`config.mk`:
```
export PLATFORM = sky130hd
export DESIGN_NAME = uart_cmd_parser
export DESIGN_NICKNAME = d
export VERILOG_FILES = /design/src/rtl/cmd_pkg.sv /design/src/rtl/ascii_bcd_check.sv /design/src/rtl/uart_cmd_parser.sv
export SDC_FILE = /design/constraint.sdc
export NUM_CORES = 1
export LEC_CHECK = 0
export CAP_MARGIN = 20
export CORE_MARGIN = 2
export CORE_UTILIZATION = 53
export CTS_CLUSTER_DIAMETER = 150
export DETAILED_ROUTE_END_ITERATION = 8
export PLACE_DENSITY = 0.84
export SLEW_MARGIN = 20
export SYNTH_ARGS = -nofsm -noshare
export SYNTH_HDL_FRONTEND = slang
export SYNTH_SLANG_ARGS = --single-unit
```
`constraint.sdc`:
```
create_clock -name clk -period 6.34 [get_ports clk]
set_input_delay 1.585 -clock clk [delete_from_list [all_inputs] [get_ports clk]]
set_output_delay 1.585 -clock clk [all_outputs]
set_load 0.02 [all_outputs]
```
`src/rtl/cmd_pkg.sv`:
```
// rtl/cmd_pkg.sv - shared types and ASCII constants for the UART command parser
package cmd_pkg;

    typedef enum logic [2:0] {
        ST_IDLE,
        ST_D0,
        ST_D1,
        ST_D2,
        ST_D3
    } state_e;

    typedef enum logic {
        CMD_TIME,
        CMD_ALARM
    } cmd_e;

    localparam logic [7:0] ASC_0      = 8'h30;
    localparam logic [7:0] ASC_ESC    = 8'h1B;
    localparam logic [7:0] ASC_T      = 8'h54;
    localparam logic [7:0] ASC_A      = 8'h41;
    localparam logic [7:0] ASC_E      = 8'h45;
    localparam logic [7:0] ASC_D      = 8'h44;
    localparam logic [7:0] ASC_QMARK  = 8'h3F;
    localparam logic [7:0] ASC_LC_OFS = 8'h20;

    // Case-insensitive match against an uppercase letter.
    function automatic logic is_letter(input logic [7:0] b, input logic [7:0] upper);
        return (b == upper) || (b == (upper + ASC_LC_OFS));
    endfunction

endpackage

```
`src/rtl/ascii_bcd_check.sv`:
```
// rtl/ascii_bcd_check.sv - combinational ASCII digit decode with range check
module ascii_bcd_check
    import cmd_pkg::*;
(
    input  logic [7:0] byte_i,
    input  logic [3:0] max_i,
    output logic [3:0] digit_o,
    output logic       legal_o
);

    logic [7:0] diff;

    // Bytes below '0' wrap to large values, so a single compare covers both bounds.
    assign diff    = byte_i - ASC_0;
    assign digit_o = diff[3:0];
    assign legal_o = (diff <= {4'b0000, max_i});

endmodule

```
`src/rtl/uart_cmd_parser.sv`:
```
// rtl/uart_cmd_parser.sv - keystroke parser for set-time/set-alarm/arm commands
// Optional echo of accepted bytes toward the transmitter when CMD_ECHO_EN is defined.
module uart_cmd_parser
    import cmd_pkg::*;
#(
    parameter int TENS_MAX = 5,
    parameter int ONES_MAX = 9
) (
    input  logic       clk,
    input  logic       rst,
    input  logic       bu_rx_data_rdy,
    input  logic [7:0] bu_rx_data,
    output logic       ld_time,
    output logic       ld_alarm,
    output logic [3:0] ld_Mtens,
    output logic [3:0] ld_Mones,
    output logic [3:0] ld_Stens,
    output logic [3:0] ld_Sones,
    output logic       alarm_en,
    output logic       cmd_err,
    output logic [7:0] tx_data,
    output logic       tx_data_rdy
);

    state_e     state_q;
    cmd_e       cmd_q;
    logic [3:0] sh_mtens_q, sh_mones_q, sh_stens_q;
    logic [3:0] ld_mtens_q, ld_mones_q, ld_stens_q, ld_sones_q;
    logic       ld_time_q, ld_alarm_q, cmd_err_q, alarm_en_q;

    logic [3:0] max_sel;
    logic [3:0] digit;
    logic       legal;
    logic       is_esc, is_t, is_a, is_e, is_d;

    assign max_sel = (state_q == ST_D0 || state_q == ST_D2) ? 4'(TENS_MAX) : 4'(ONES_MAX);

    ascii_bcd_check u_chk (
        .byte_i  (bu_rx_data),
        .max_i   (max_sel),
        .digit_o (digit),
        .legal_o (legal)
    );

    assign is_esc = (bu_rx_data == ASC_ESC);
    assign is_t   = is_letter(bu_rx_data, ASC_T);
    assign is_a   = is_letter(bu_rx_data, ASC_A);
    assign is_e   = is_letter(bu_rx_data, ASC_E);
    assign is_d   = is_letter(bu_rx_data, ASC_D);

    always_ff @(posedge clk or posedge rst) begin
        if (rst) begin
            state_q    <= ST_IDLE;
            cmd_q      <= CMD_TIME;
            sh_mtens_q <= 4'd0;
            sh_mones_q <= 4'd0;
            sh_stens_q <= 4'd0;
            ld_mtens_q <= 4'd0;
            ld_mones_q <= 4'd0;
            ld_stens_q <= 4'd0;
            ld_sones_q <= 4'd0;
            ld_time_q  <= 1'b0;
            ld_alarm_q <= 1'b0;
            cmd_err_q  <= 1'b0;
            alarm_en_q <= 1'b0;
        end else begin
            ld_time_q  <= 1'b0;
            ld_alarm_q <= 1'b0;
            cmd_err_q  <= 1'b0;
            if (bu_rx_data_rdy) begin
                if (is_esc) begin
                    state_q <= ST_IDLE;
                end else begin
                    case (state_q)
                        ST_IDLE: begin
                            if (is_t) begin
                                cmd_q   <= CMD_TIME;
                                state_q <= ST_D0;
                            end else if (is_a) begin
                                cmd_q   <= CMD_ALARM;
                                state_q <= ST_D0;
                            end else if (is_e) begin
                                alarm_en_q <= 1'b1;
                            end else if (is_d) begin
                                alarm_en_q <= 1'b0;
                            end
                        end
                        ST_D0, ST_D1, ST_D2, ST_D3: begin
                            if (!legal) begin
                                cmd_err_q <= 1'b1;
                                state_q   <= ST_IDLE;
                            end else begin
                                case (state_q)
                                    ST_D0: begin
                                        sh_mtens_q <= digit;
                                        state_q    <= ST_D1;
                                    end
                                    ST_D1: begin
                                        sh_mones_q <= digit;
                                        state_q    <= ST_D2;
                                    end
                                    ST_D2: begin
                                        sh_stens_q <= digit;
                                        state_q    <= ST_D3;
                                    end
                                    default: begin
                                        ld_mtens_q <= sh_mtens_q;
                                        ld_mones_q <= sh_mones_q;
                                        ld_stens_q <= sh_stens_q;
                                        ld_sones_q <= digit;
                                        ld_time_q  <= (cmd_q == CMD_TIME);
                                        ld_alarm_q <= (cmd_q == CMD_ALARM);
                                        state_q    <= ST_IDLE;
                                    end
                                endcase
                            end
                        end
                        default: state_q <= ST_IDLE;
                    endcase
                end
            end
        end
    end

    assign ld_time  = ld_time_q;
    assign ld_alarm = ld_alarm_q;
    assign ld_Mtens = ld_mtens_q;
    assign ld_Mones = ld_mones_q;
    assign ld_Stens = ld_stens_q;
    assign ld_Sones = ld_sones_q;
    assign alarm_en = alarm_en_q;
    assign cmd_err  = cmd_err_q;

`ifdef CMD_ECHO_EN
    logic       in_cmd, accept_c, err_c;
    logic [7:0] tx_data_q;
    logic       tx_rdy_q;

    assign in_cmd   = (state_q != ST_IDLE);
    assign accept_c = bu_rx_data_rdy && !is_esc &&
                      (in_cmd ? legal : (is_t || is_a || is_e || is_d));
    assign err_c    = bu_rx_data_rdy && !is_esc && in_cmd && !legal;

    always_ff @(posedge clk or posedge rst) begin
        if (rst) begin
            tx_data_q <= 8'h00;
            tx_rdy_q  <= 1'b0;
        end else begin
            tx_rdy_q <= accept_c || err_c;
            if (err_c) begin
                tx_data_q <= ASC_QMARK;
            end else if (accept_c) begin
                tx_data_q <= bu_rx_data;
            end
        end
    end

    assign tx_data     = tx_data_q;
    assign tx_data_rdy = tx_rdy_q;
`else
    assign tx_data     = 8'h00;
    assign tx_data_rdy = 1'b0;
`endif

endmodule

```
==> results.cfg <==
[placed_design]
gp_congestion = 0.872
hpwlAfterDp_microns = 2410
placed_cells = 200
dp_worst_setup_slack_ns = 2.17
port_buffers = 30

[sta]
layout_setup_ws_ns = 2.51
final.min_clock_period_ns = 3.83
worstMarginPinSlew_ns = 0.721
rsz0062_at_grt = no
min_period_over_period = 0.604
max_freq_mhz = 261
fin_setup_tns_ns = 0
slew_viol_final = 0
hold_violations = 0
relSlewSlack = 0.515
fin_worst_skew_ns = 0.0148
holdWs_ns = 0.518
setup_viol = 0

[detailed_routing]
wl_met3_microns = 212
drt_iter0_drc = 35
dr.max_layer_used = met4
wl_per_cell_microns = 15.8
drt_first_pass_iters = 5
drt-met1-wl_microns = 1270
wl_met2_microns = 1770
ant_nets = 0
routed_via_density = 5.47
vias = 1138
drc_errors = 0
drt-total-wl_microns = 3290

[critical_path]
cp.arrival_ns = 4.05
worstPathMaxFanout = 7
required_ns = 6.57
slowest_stage = nor3_1
crit_type = in2reg
cp-start-kind = primary input
max_stage_delay_ns = 0.62
rrSetupSlack_ns = 3.56
cp_top_family = simple AND/OR/NAND/NOR gates
crit_path_cell_trace = clkdlybuf4s50_1 -> ha_1 -> a21boi_0 -> a311o_2 -> nor3_1 -> mux2_2
worst-path-buf-inv = 1
end_kind = flop

[die]
rows = 20
die_h_microns = 60.9
die_w_microns = 60.9
ios = 40
coreArea_sq_um = 3050
initial_core_util = 0.561
dieArea_sq_um = 3700

[global_routing]
grt_usage = 0.217
grt_pass1_vias = 1189
grt_start_max_net_pins = 37
overflow = 0
antenna_found_initial = 0
grt_pass1_wl_microns = 5780

[clocking]
worstSkewPairLatency_ns = 0.35
h-tree-depth = 2
numCtsBuffers = 5
cts_max_path_buffers = 2
cts_resized = 0
cts_tree = done
cts.clk_slew.worst_paths_ns = 0.12
cts_root_buf = clkbuf_4
clkSinkCount = 36
cts_setup_buffers = 0
postCtsHoldBufs = 0

[synthesis]
yosys.area_share.simple = 0.125
avgSynthCellArea_sq_um = 13.3
syn_inst = 129
synthMuxAreaShare = 0.213
ys.flop_type = dfrtp_1
synth_common_cells = 36 x dfrtp_1, 19 x mux2_2, 10 x mux2_4, 9 x buf_4, 5 x inv_1
synth_area_sq_um = 1710
ys_warn_count = 0
synth_top_family_by_area = multiplexers
synthAdderAreaFrac = 0.00730
synth_top_cell_by_area = dfrtp_1
yosysMostFrequentCell = dfrtp_1
synth_edf_count = 0
ys_types = 38
yosys-top-cells-area = dfrtp_1 53%, mux2_2 12%, mux2_4 8.8%, buf_4 3.9%, nand2b_1 1.5%
synth_top_area_frac = 0.526
synth_compound_area_frac = 0.0584
synth_seq_cells = 36
async_flop_share = 1.00
seq_area_frac_synth = 0.526
synth-xor-area-share = 0.00511

[pwr]
switchingPower_uw = 99.7
pwr-share-clk = 0.335
power_frac_comb = 0.080
p_leak_uw = 0.000965
p_seq_frac = 0.584
pwr_density_cell_nw_per_um2 = 190
intPower_uw = 297
vdd_drop_max_mv = 0.148
p_sw_frac = 0.252

[outcome]
status = complete, no violations

[final_layout]
synthToLayoutAreaGrowth_pct = 21.9
n_antenna_cell = 0
drive_gt1_frac = 0.262
final_nets = 175
instances_no_fill = 208
finalCoreUtilization = 0.684

[flow_run]
max_cap_viol_count = 0

[min_path]
hold_class = reg2reg
==> through the flow <==
stage	power, uW	instance area, sq um
after floorplan	258	1740
after global placement	267	2020
after detailed placement	268	2020
after CTS	401	2090
after global routing	416	2090
final	396	2090
==> cell usage in the layout, fill, tap and decap left out, types with 2 or more instances in the layout <==
cell	netlist	final
nor3_1	2	2
nor4_1	3	3
clkbuf_4	0	5
dfrtp_1	36	36
nor2_1	3	3
inv_1	5	5
o21ai_0	4	4
mux2_2	19	19
clkdlybuf4s50_1	0	30
buf_4	9	2
nand2b_1	4	4
nor2b_1	2	2
conb_1	1	9
nand4bb_1	2	2
nand3b_1	3	3
mux2_4	10	10
==> power groups by stage <==
stage / combinational (uW) / clock (uW) / sequential, uW
CTS: 32.1 / 137 / 232
detailed placement: 31.9 / 0 / 236
global route: 35.3 / 149 / 232
finish: 31.9 / 133 / 232
global placement: 31.0 / 0 / 236
floorplan: 21.4 / 0 / 237
==> cell families (layout without fill, tap and decap cells) <==
logic type / count (synthesis) / after routing
compound gates: 14 / 14
xor+xnor: 1 / 1
fa+ha+maj: 1 / 1
buf+inv: 18 / 45
flops: 36 / 36
mux: 29 / 29
other cells: 1 / 9
simple gates: 29 / 29
==> routing by layer <==
metal / up-vias / global-route usage
met5: - / 0
met4: 0 / 0.0652
met3: 8 / 0.0576
li1: 518 / -
met2: 51 / 0.363
met1: 561 / 0.276
==> final timing paths <==
check                                          startpoint  cells after the start                        end
worst max-delay path                        bu_rx_data[3]                      6  sh_mones_q[1]$_DFFE_PP0P_
worst min-delay path            sh_mones_q[2]$_DFFE_PP0P_                      1    ld_Mones[2]$_DFFE_PP0P_
worst max register to register     state_q[0]$_DFFE_PP0P_                      5  sh_mones_q[1]$_DFFE_PP0P_
worst min register to register  sh_mones_q[2]$_DFFE_PP0P_                      1    ld_Mones[2]$_DFFE_PP0P_
max in group asynchronous                             rst                      3         ld_alarm$_DFF_PP0_
min in group asynchronous                             rst                      3  sh_mones_q[3]$_DFFE_PP0P_
==> flip-flops by register name, indices dropped and copies added, names as in the netlist <==
register / flops
state_q: 3
ld_Stens: 4
cmd_err: 1
sh_mones_q: 4
ld_Sones: 4
ld_Mones: 4
ld_alarm: 1
ld_time: 1
ld_Mtens: 4
alarm_en: 1
sh_mtens_q: 4
cmd_q: 1
sh_stens_q: 4
==> area by class of cell <==
cell class / count / area (sq um)
Fill cell: 235 / 965
Sequential cell: 36 / 901
Multi-Input combinational cell: 83 / 733
Timing Repair Buffer: 32 / 315
Tap cell: 44 / 55.1
Clock buffer: 6 / 51.3
Inverter: 5 / 18.8
Clock inverter: 2 / 13.8
No activity file was read; power rests on OpenSTA's default activity.
